## config.mk

```make
export PLATFORM = sky130hd
export DESIGN_NAME = alu_arbiter_flat
export DESIGN_NICKNAME = d
export VERILOG_FILES = /design/src/rtl/alu_arbiter_if.sv /design/src/rtl/alu_arbiter.sv /design/src/flat_wrapper.sv
export SDC_FILE = /design/constraint.sdc
export NUM_CORES = 1
export LEC_CHECK = 0
export CAP_MARGIN = 10
export CORE_MARGIN = 5
export CORE_UTILIZATION = 40
export CTS_BUF_LIST = sky130_fd_sc_hd__clkbuf_4 sky130_fd_sc_hd__clkbuf_8 sky130_fd_sc_hd__clkbuf_16
export CTS_CLUSTER_SIZE = 24
export DETAILED_ROUTE_END_ITERATION = 12
export PLACE_DENSITY = 0.57
export RECOVER_POWER = 50
export SYNTH_ARGS = -nofsm -noshare
export SYNTH_HDL_FRONTEND = slang
export SYNTH_HIERARCHICAL = 1
export SYNTH_SLANG_ARGS = --single-unit
```

## constraint.sdc

```tcl
create_clock -name clk -period 7.35 [get_ports clk]
set_input_delay 1.47 -clock clk [delete_from_list [all_inputs] [get_ports clk]]
set_output_delay 1.47 -clock clk [all_outputs]
set_load 0.005 [all_outputs]
```

## src/rtl/alu_arbiter_if.sv

```systemverilog
// Handshake bundle between two ALU requesters, the consumer and the shared-ALU arbiter.
// The master side drives requests and consumes results; the slave side is the arbiter.
interface alu_arbiter_if;
    logic        req0_valid;
    logic        req0_ready;
    logic [31:0] req0_a;
    logic [31:0] req0_b;
    logic [5:0]  req0_fn;
    logic        req1_valid;
    logic        req1_ready;
    logic [31:0] req1_a;
    logic [31:0] req1_b;
    logic [5:0]  req1_fn;
    logic        rsp_valid;
    logic        rsp_ready;
    logic [31:0] rsp_y;
    logic        rsp_id;
    logic        rsp_err;

    modport master (
        output req0_valid, req0_a, req0_b, req0_fn,
        output req1_valid, req1_a, req1_b, req1_fn,
        output rsp_ready,
        input  req0_ready, req1_ready,
        input  rsp_valid, rsp_y, rsp_id, rsp_err
    );

    modport slave (
        input  req0_valid, req0_a, req0_b, req0_fn,
        input  req1_valid, req1_a, req1_b, req1_fn,
        input  rsp_ready,
        output req0_ready, req1_ready,
        output rsp_valid, rsp_y, rsp_id, rsp_err
    );
endinterface

```

## src/rtl/alu_arbiter.sv

```systemverilog
// One combinational ALU shared by two requesters through a round-robin IDLE/EXEC/RESP arbiter.
// Results are registered and held until the consumer takes them.
module alu (
    input  logic [31:0] A,
    input  logic [31:0] B,
    input  logic [5:0]  FN,
    output logic [31:0] Y
);
    always_comb begin
        Y = '0;
        case (FN)
            6'b000011: Y = {31'b0, A == B};
            6'b000101: Y = {31'b0, $signed(A) <  $signed(B)};
            6'b000111: Y = {31'b0, $signed(A) <= $signed(B)};
            6'b010000: Y = A + B;
            6'b010001: Y = A - B;
            6'b110000: Y = A << B[4:0];
            6'b110001: Y = A >> B[4:0];
            6'b110011: Y = 32'($signed(A) >>> B[4:0]);
            6'b101010: Y = A;
            6'b101000: Y = A & B;
            6'b101110: Y = A | B;
            6'b100110: Y = A ^ B;
            default:   Y = '0;
        endcase
    end
endmodule

module alu_arbiter #(
    parameter logic RST_PRI = 1'b0
) (
    input logic          clk,
    input logic          n_rst,
    alu_arbiter_if.slave bus
);
    typedef enum logic [1:0] {IDLE, EXEC, RESP} state_t;

    state_t      state_q, state_d;
    logic        ptr_q, ptr_d;
    logic [31:0] op_a_q, op_a_d;
    logic [31:0] op_b_q, op_b_d;
    logic [5:0]  op_fn_q, op_fn_d;
    logic        op_id_q, op_id_d;
    logic [31:0] rsp_y_q, rsp_y_d;
    logic        rsp_id_q, rsp_id_d;
    logic        rsp_err_q, rsp_err_d;

    logic [1:0]  req_valid;
    logic [1:0]  req_ready;
    logic        grant_any;
    logic        grant_id;
    logic        transfer;
    logic        idle;
    logic        rsp_valid;
    logic        fn_illegal;
    logic [31:0] alu_y;

    assign req_valid = {bus.req1_valid, bus.req0_valid};

    // A lone requester wins outright; contention is settled by the pointer.
    always_comb begin
        grant_any = |req_valid;
        grant_id  = ptr_q;
        if (req_valid == 2'b01) begin
            grant_id = 1'b0;
        end else if (req_valid == 2'b10) begin
            grant_id = 1'b1;
        end
    end

    generate
        for (genvar gi = 0; gi < 2; gi++) begin : g_ready
            assign req_ready[gi] = idle && n_rst && grant_any && (grant_id == 1'(gi));
        end
    endgenerate

    assign transfer = |(req_valid & req_ready);

    always_ff @(posedge clk) begin
        if (!n_rst) begin
            state_q <= IDLE;
        end else begin
            state_q <= state_d;
        end
    end

    always_comb begin
        state_d = state_q;
        case (state_q)
            IDLE:    if (transfer) state_d = EXEC;
            EXEC:    state_d = RESP;
            RESP:    if (bus.rsp_ready) state_d = IDLE;
            default: state_d = IDLE;
        endcase
    end

    always_comb begin
        idle      = (state_q == IDLE);
        rsp_valid = (state_q == RESP);
    end

    always_comb begin
        fn_illegal = 1'b1;
        case (op_fn_q)
            6'b000011, 6'b000101, 6'b000111,
            6'b010000, 6'b010001,
            6'b110000, 6'b110001, 6'b110011,
            6'b101010, 6'b101000, 6'b101110, 6'b100110: fn_illegal = 1'b0;
            default:                                    fn_illegal = 1'b1;
        endcase
    end

    // The ALU only ever sees the captured operands, never the live request buses.
    alu u_alu (
        .A  (op_a_q),
        .B  (op_b_q),
        .FN (op_fn_q),
        .Y  (alu_y)
    );

    always_comb begin
        ptr_d     = ptr_q;
        op_a_d    = op_a_q;
        op_b_d    = op_b_q;
        op_fn_d   = op_fn_q;
        op_id_d   = op_id_q;
        rsp_y_d   = rsp_y_q;
        rsp_id_d  = rsp_id_q;
        rsp_err_d = rsp_err_q;
        if (transfer) begin
            op_a_d  = grant_id ? bus.req1_a  : bus.req0_a;
            op_b_d  = grant_id ? bus.req1_b  : bus.req0_b;
            op_fn_d = grant_id ? bus.req1_fn : bus.req0_fn;
            op_id_d = grant_id;
            ptr_d   = ~grant_id;
        end
        if (state_q == EXEC) begin
            rsp_y_d   = fn_illegal ? 32'h0 : alu_y;
            rsp_id_d  = op_id_q;
            rsp_err_d = fn_illegal;
        end
    end

    always_ff @(posedge clk) begin
        if (!n_rst) begin
            ptr_q     <= RST_PRI;
            op_a_q    <= '0;
            op_b_q    <= '0;
            op_fn_q   <= '0;
            op_id_q   <= 1'b0;
            rsp_y_q   <= '0;
            rsp_id_q  <= 1'b0;
            rsp_err_q <= 1'b0;
        end else begin
            ptr_q     <= ptr_d;
            op_a_q    <= op_a_d;
            op_b_q    <= op_b_d;
            op_fn_q   <= op_fn_d;
            op_id_q   <= op_id_d;
            rsp_y_q   <= rsp_y_d;
            rsp_id_q  <= rsp_id_d;
            rsp_err_q <= rsp_err_d;
        end
    end

    assign bus.req0_ready = req_ready[0];
    assign bus.req1_ready = req_ready[1];
    assign bus.rsp_valid  = rsp_valid;
    assign bus.rsp_y      = rsp_y_q;
    assign bus.rsp_id     = rsp_id_q;
    assign bus.rsp_err    = rsp_err_q;
endmodule

```

## src/flat_wrapper.sv

```systemverilog
// flat-port wrapper written by rule: the top's interface ports become plain ports
module alu_arbiter_flat 
#(
    parameter logic RST_PRI = 1'b0
)
  (clk, n_rst, bus_req0_valid, bus_req0_a, bus_req0_b, bus_req0_fn, bus_req1_valid, bus_req1_a, bus_req1_b, bus_req1_fn, bus_rsp_ready, bus_req0_ready, bus_req1_ready, bus_rsp_valid, bus_rsp_y, bus_rsp_id, bus_rsp_err);
  alu_arbiter_if bus_i ();
  input logic clk;
  input logic n_rst;
  input wire logic [$bits(bus_i.req0_valid)-1:0] bus_req0_valid;
  input wire logic [$bits(bus_i.req0_a)-1:0] bus_req0_a;
  input wire logic [$bits(bus_i.req0_b)-1:0] bus_req0_b;
  input wire logic [$bits(bus_i.req0_fn)-1:0] bus_req0_fn;
  input wire logic [$bits(bus_i.req1_valid)-1:0] bus_req1_valid;
  input wire logic [$bits(bus_i.req1_a)-1:0] bus_req1_a;
  input wire logic [$bits(bus_i.req1_b)-1:0] bus_req1_b;
  input wire logic [$bits(bus_i.req1_fn)-1:0] bus_req1_fn;
  input wire logic [$bits(bus_i.rsp_ready)-1:0] bus_rsp_ready;
  output wire logic [$bits(bus_i.req0_ready)-1:0] bus_req0_ready;
  output wire logic [$bits(bus_i.req1_ready)-1:0] bus_req1_ready;
  output wire logic [$bits(bus_i.rsp_valid)-1:0] bus_rsp_valid;
  output wire logic [$bits(bus_i.rsp_y)-1:0] bus_rsp_y;
  output wire logic [$bits(bus_i.rsp_id)-1:0] bus_rsp_id;
  output wire logic [$bits(bus_i.rsp_err)-1:0] bus_rsp_err;
  assign bus_i.req0_valid = bus_req0_valid;
  assign bus_i.req0_a = bus_req0_a;
  assign bus_i.req0_b = bus_req0_b;
  assign bus_i.req0_fn = bus_req0_fn;
  assign bus_i.req1_valid = bus_req1_valid;
  assign bus_i.req1_a = bus_req1_a;
  assign bus_i.req1_b = bus_req1_b;
  assign bus_i.req1_fn = bus_req1_fn;
  assign bus_i.rsp_ready = bus_rsp_ready;
  assign bus_req0_ready = bus_i.req0_ready;
  assign bus_req1_ready = bus_i.req1_ready;
  assign bus_rsp_valid = bus_i.rsp_valid;
  assign bus_rsp_y = bus_i.rsp_y;
  assign bus_rsp_id = bus_i.rsp_id;
  assign bus_rsp_err = bus_i.rsp_err;
  alu_arbiter #(.RST_PRI(RST_PRI)) u_core (.clk(clk), .n_rst(n_rst), .bus(bus_i));
endmodule
```

==> summary.txt, run 1 <==
Run status
  – Result of the run: finished with violations
  – Failing checks: max-capacitance violations, max-slew violations

Routing
  – Via/cell ratio: about 6.4
  – Remaining number of nets flagged by the antenna check after routing: 0
  – Post-DR wirelength/cell: ~25 um
  – Iteration count of the initial detailed-routing pass: 9
  – Number of DRC violations after detailed routing: 0
  – Iteration-0 DRC count of the detailed router: between 1500 and 2000
  – Total via count in the routed design: between 10000 and 15000
  – Routed wire length: ~58000 um

Pwr
  – Pwr per Cell Area: roughly 180 nW/um^2
  – Post-layout total power: approximately 2.8 mW
  – Reported leakage power: between 6 and 7 nW
  – Max rail drop VDD: 123 uV

Logic synthesis
  – Largest area contributor in the netlist: sky130_fd_sc_hd__dfxtp_1
  – Commonest cells post-synth: 176 x sky130_fd_sc_hd__nand2_1, 169 x sky130_fd_sc_hd__inv_1, 162 x sky130_fd_sc_hd__nor2_1, 113 x sky130_fd_sc_hd__a21oi_1, 108 x sky130_fd_sc_hd__dfxtp_1
  – Largest cells by area after synthesis: sky130_fd_sc_hd__dfxtp_1 16%, sky130_fd_sc_hd__ha_1 9.1%, sky130_fd_sc_hd__mux2i_1 6.4%, sky130_fd_sc_hd__a222oi_1 5.2%, sky130_fd_sc_hd__nand2_1 4.9%
  – Synthesized netlist cell count: 1787
  – Async set-or-reset flop fraction in the synthesized netlist: 0%
  – Yosys reg bits: roughly 110
  – Commonest register cell after synthesis: sky130_fd_sc_hd__dfxtp_1
  – Number of distinct library cells after synthesis: 90
  – Syn avg cell area: between 7 and 8 um^2
  – Cell with the most instances after synthesis: sky130_fd_sc_hd__nand2_1
  – Post-synth net total: ~2000
  – Share of the yosys chip area belonging to registers: 16.2%
  – Post-synth top area share: between 15 and 20%
  – Number of enable-type register cells in the synthesized netlist: 0
  – Count of synthesis-stage warnings from yosys: 6
  – Total standard cell area after synthesis: ~13000 um^2

STA
  – Unrepaired setup endpoints after global routing: false
  – Accumulated negative setup slack: 0 ns
  – Clock tree skew after final layout: about 0.011 ns
  – Top achievable clock speed: approximately 180 MHz
  – Slew @ Worst Pin: roughly 3.5 ns
  – Max-slew violations: just over 70
  – Hold Fails Final Rpt: 0
  – Final critical-path required period: 5.41 ns
  – Final setup violation count: 0
  – Slew Limit Headroom: -132%
  – Fin crit share: between 70% and 80%

Global routing
  – Global route overflow: 0
  – Wire length of the first global-routing pass: ~87000 um
  – Largest net degree at the start of global routing: 72
  – Number of antenna violations at the first check in global routing: 2
  – GRT Util Overall: between 30% and 40%
  – Number of global-route vias before repair: 14000

Clock network
  – CTS Root Buffer Type: sky130_fd_sc_hd__clkbuf_16
  – Post-CTS resize count: 0
  – Count of H-tree levels built during CTS: 3
  – Clock tree from TritonCTS: built
  – Post-CTS setup buffer count: 0
  – CTS max path bufs: 2
  – Latest clock arrival within the worst-skew pair: just under 0.4 ns
  – CTS buffer count: 9
  – Sink Count: about 110
  – Clock-pin slew of the registers on the worst-case setup and hold paths: approximately 0.070 ns
  – CTS Hold Buffers Added: 0

Setup path
  – Crit start category: input port
  – Required arrival time at the worst endpoint: around 7.7 ns
  – Kind of end point of the critical path: register
  – Arr. time, crit path: between 5 and 6 ns
  – Worst Setup Path Type: input port to register
  – Maximum fanout encountered on the critical timing path: 71

Die
  – Number of placed I/O pins: between 150 and 200
  – Floorplan die height: 193 um
  – Starting density of the core: approximately 40%
  – Number of standard-cell rows in the floorplan: 67
  – Width of the die: around 190 um
  – Overall die area: approximately 37000 um^2
  – Area of the core: around 33000 um^2

Place
  – GP Congestion: 1.00
  – Number of port buffers: 181
  – Sum of net half-perimeters after detailed placement: approximately 44000 um

Flow run
  – Number of violations of the max-capacitance limit: 1

Hold path
  – Min-delay worst type: register to register

Finish
  – Fraction of layout cells with a size suffix above 1: 9.13%
  – Synth-to-Final Area Change: 17.1%
  – Total Nets Final: 2111
==> flip-flops by register name, indices dropped and copies added, names as in the netlist <==
name,count
u_core/bus.rsp_err,1
u_core/bus.rsp_id,1
u_core/bus.rsp_y,32
u_core/op_a_q,32
u_core/op_b_q,32
u_core/op_fn_q,6
u_core/op_id_q,1
u_core/ptr_q,1
u_core/state_q,2
==> worst max-delay path, cell delays in order <==
cell	delay, ns
sky130_fd_sc_hd__dlygate4sd3_1	0.75
sky130_fd_sc_hd__o2111a_1	0.40
sky130_fd_sc_hd__clkbuf_1	2.47
sky130_fd_sc_hd__a222oi_1	0.42
sky130_fd_sc_hd__inv_1	0.16
==> cell usage in the layout, fill, tap and decap left out, drive strengths merged, types with 15 or more instances in the layout <==
master,count
o211ai,26
o221ai,19
a211oi,40
a21oi,114
nor2,163
mux2,33
mux4,29
nand3,29
dfxtp,108
dlygate4sd3,36
mux2i,85
o31ai,18
nand2,177
inv,172
ha,97
o22ai,21
nor3,32
nor2b,15
o21ai,138
a222oi,70
a21o,19
buf,34
xnor2,15
clkdlybuf4s50,145
==> through the flow <==
step	instances	area [um^2]	hold WS (ns)	util, %	setup slack (ns)
6_report	2321	15600	0.446	47.0	1.94
5_1_grt	2320	15600	0.463	47.0	1.64
4_1_cts	2320	15600	0.456	47.0	2.83
3_5_place_dp	2304	15300	0.441	45.9	2.84
3_3_place_gp	2304	15300	0.438	45.9	2.86
2_1_floorplan	1787	13400	0.441	-	3.52
==> routing by layer <==
metal / up-vias / GRT usage [%] / wire, um
met4: 4 / 8.31 / 1380
met1: 7133 / 44.2 / 26200
met3: 82 / 5.12 / 5530
li1: 6776 / - / -
met5: - / 0 / 27
met2: 779 / 46.0 / 25100
==> path summary, 6_finish.rpt <==
| check | startpoint | cells past startpoint | slack (ns) | to |
|---|---|---|---|---|
| worst min-delay path | u_core/bus.rsp_y[12] | 2 | 0.45 | u_core/bus.rsp_y[12] |
| worst min register to register | u_core/bus.rsp_y[12] | 2 | 0.45 | u_core/bus.rsp_y[12] |
| worst max register to register | u_core/op_b_q[1] | 12 | 2.95 | u_core/bus.rsp_y[29] |
| worst max-delay path | n_rst | 5 | 1.94 | u_core/op_b_q[0] |
==> kinds of logic after synthesis <==
family / share of synthesized area, %
adder cells (fa/ha/maj): 9.38
AND/OR/NAND/NOR: 17.2
XOR/XNOR: 1.18
buffers and inverters: 10.4
AO/OA/AOI/OAI: 31.6
multiplexers: 14.0
flip-flops: 16.2
==> layout make-up <==
cell class | count | area [um^2]
Antenna cell | 1 | 2.50
Clock buffer | 9 | 225
Clock inverter | 7 | 145
Fill cell | 3435 | 17600
Inverter | 172 | 646
Multi-Input combinational cell | 1360 | 9820
Sequential cell | 108 | 2170
Tap cell | 448 | 561
Timing Repair Buffer | 216 | 2070
==> power breakdown <==
group          total (mW)  switching (mW)  internal [mW]  leakage [nW]
logic                1.43           0.895          0.537          5.33
registers           0.737           0.105          0.631         0.887
clock network       0.617           0.247          0.370         0.177
total                2.79            1.25           1.54          6.40
(Power assumes the default switching activity.)
==> run 2, diff against run 1 <==
==> constraint.sdc (replaced) <==
create_clock -name clk -period 5.25 [get_ports clk]
set_input_delay 1.05 -clock clk [delete_from_list [all_inputs] [get_ports clk]]
set_output_delay 1.05 -clock clk [all_outputs]
set_load 0.005 [all_outputs]
==> run 2 against run 1 <==
The flow still finishes with violations (max-capacitance violations, max-slew violations); sequential share of layout area barely moved; register-to-register slack got worse by 1.7 ns; via count rose by 0.88%; sequential power rose by 38%; die area did not move; total power rose by 36%; setup slack got worse by 1.1 ns; cell count rose by 0.26%; hold slack improved by 0.0036 ns; largest cell class unchanged.
==> summary.txt, run 2 (synthesis gave the netlist of run 1 again) <==
Pwr
  – Pwr per Cell Area: between 200 and 250 nW/um^2
  – Clock share of power: between 10% and 20%
  – Reported leakage power: 6.39 nW
  – Internal Dissipation: around 2.0 mW
  – Switching fraction of total power: a little under half
  – Net switching power: around 1.8 mW
  – Max rail drop VDD: between 150 and 200 uV
  – Post-layout total power: ~3.8 mW
  – Fraction of power consumed by sequential logic: around 27%
  – Comb pwr share: 54.0%

Clock network
  – CTS buffer count: 9
  – Count of H-tree levels built during CTS: 3
  – CTS max path bufs: 2
  – Clock tree from TritonCTS: built
  – Sink Count: ~110
  – Clock-pin slew of the registers on the worst-case setup and hold paths: roughly 0.080 ns
  – Post-CTS setup buffer count: 0
  – CTS Root Buffer Type: sky130_fd_sc_hd__clkbuf_16
  – CTS Hold Buffers Added: 0
  – Post-CTS resize count: 0
  – Latest clock arrival within the worst-skew pair: slightly below 0.4 ns

STA
  – Worst setup margin: just over 0.8 ns
  – Clock tree skew after final layout: 0.0182 ns
  – Slew Limit Headroom: -40.9%
  – Top achievable clock speed: between 200 and 250 MHz
  – Unrepaired setup endpoints after global routing: false
  – Slew @ Worst Pin: about 2.1 ns
  – Accumulated negative setup slack: 0 ns
  – Hold Fails Final Rpt: 0
  – Final setup violation count: 0
  – Final critical-path required period: approximately 4.4 ns
  – Fin crit share: between 80% and 90%
  – Max-slew violations: 48

Hold path
  – Worst hold path cell count: 2
  – Hold path start: u_core/bus.rsp_y[18]
  – Endpoint with the worst hold slack: u_core/bus.rsp_y[18]
  – Min-delay worst type: register to register

Routing
  – Post-DR wirelength/cell: approximately 25 um
  – Total via count in the routed design: approximately 15000
  – Iteration-0 DRC count of the detailed router: 2048
  – Remaining number of nets flagged by the antenna check after routing: 0
  – Number of DRC violations after detailed routing: 0
  – Via/cell ratio: ~6.4
  – Routed wire length: 59300 um
  – Iteration count of the initial detailed-routing pass: 9

Setup path
  – RR Startpoint: u_core/op_b_q[1]
  – R2R depth: 12
  – Arr. time, crit path: between 4 and 5 ns
  – Kind of end point of the critical path: register
  – Crit start category: input port
  – Required arrival time at the worst endpoint: 5.58 ns
  – Critical path's largest stage delay: 1.55 ns
  – Maximum fanout encountered on the critical timing path: 47
  – Worst Setup Path Type: input port to register
  – Reg2Reg Capture Point: u_core/bus.rsp_y[29]
  – CP cell instances: dlygate4sd3_1, o2111a_2, clkbuf_2, clkbuf_1, a222oi_1, inv_1
  – Reg2reg setup slack: about 1.3 ns
  – Slowest library cell on the worst path: sky130_fd_sc_hd__clkbuf_1

Die
  – Starting density of the core: 40.1%
  – Number of standard-cell rows in the floorplan: 67
  – Width of the die: 193 um
  – Number of placed I/O pins: around 180
  – Floorplan die height: 193 um
  – Overall die area: between 30000 and 40000 um^2
  – Area of the core: ~33000 um^2

Finish
  – Final instance area: between 15000 and 20000 um^2
  – Total Nets Final: around 2100
  – Commonest non-fill, non-tap cell in the layout: sky130_fd_sc_hd__nand2_1
  – Most used cells in the layout excluding fill and tap cells: 176 x sky130_fd_sc_hd__nand2_1, 169 x sky130_fd_sc_hd__inv_1, 161 x sky130_fd_sc_hd__nor2_1
  – Fraction of layout cells with a size suffix above 1: 9.53%
  – Synth-to-Final Area Change: 16.8%
  – Post-Route Utilization: a little under half

Place
  – GP Congestion: approximately 1.0
  – Post-place instance area: ~15000 um^2
  – Sum of net half-perimeters after detailed placement: approximately 45000 um
  – Number of port buffers: 181
  – Worst-case setup slack after placement: about 1.4 ns

Global routing
  – Number of antenna violations at the first check in global routing: 0
  – GRT Util Overall: a little under a third
  – Global route overflow: 0
  – Wire length of the first global-routing pass: around 90000 um
  – Number of global-route vias before repair: between 10000 and 15000
  – Largest net degree at the start of global routing: between 70 and 80

Run status
  – Failing checks: max-capacitance violations, max-slew violations
  – Result of the run: finished with violations

Flow run
  – Number of violations of the max-capacitance limit: 1
run 2: power groups by stage:
stage / sequential, mW / combinational (mW) / clock (mW)
after floorplan: 0.979 / 1.37 / 0
after global placement: 1.04 / 1.98 / 0
after detailed placement: 1.04 / 1.97 / 0
after CTS: 1.02 / 1.99 / 0.740
after global routing: 1.04 / 2.18 / 0.769
final: 1.02 / 2.04 / 0.718
run 2: worst max-delay path by stage:
stage / startpoint / to / cells past startpoint
2_1_floorplan: u_core/op_b_q[2] / u_core/bus.rsp_y[24] / 16
3_3_place_gp: u_core/op_b_q[1] / u_core/bus.rsp_y[27] / 12
3_5_place_dp: u_core/op_b_q[1] / u_core/bus.rsp_y[21] / 12
4_1_cts: u_core/op_b_q[1] / u_core/bus.rsp_y[27] / 12
5_1_grt: n_rst / u_core/op_a_q[11] / 6
6_report: n_rst / u_core/op_a_q[26] / 6
run 2: final cells by class:
cell class	instances	area [um^2]
Antenna cell	1	2.50
Clock buffer	10	239
Clock inverter	6	52.6
Fill cell	3460	17700
Inverter	172	646
Multi-Input combinational cell	1360	9830
Sequential cell	108	2170
Tap cell	448	561
Timing Repair Buffer	222	2110
run 2: metrics by stage:
step	hold WS [ns]	instances
global route	0.475	2326
floorplan	0.441	1787
global placement	0.437	2310
finish	0.450	2327
detailed placement	0.442	2310
CTS	0.460	2326
run 2: metal layers:
metal  vias up  global-route usage, %  routed length, um
met5         -                      0                  0
met3        99                   6.26               5810
met1      7222                   45.4              26600
li1       6792                      -                  -
met2       791                   46.1              25200
met4         0                   9.57               1690
run 2: critical path: cells and delay by family:
| family | cells | cell delay (ns) |
|---|---|---|
| buffers and inverters | 4 | 3.01 |
| AOI/OAI and AO/OA | 2 | 0.67 |
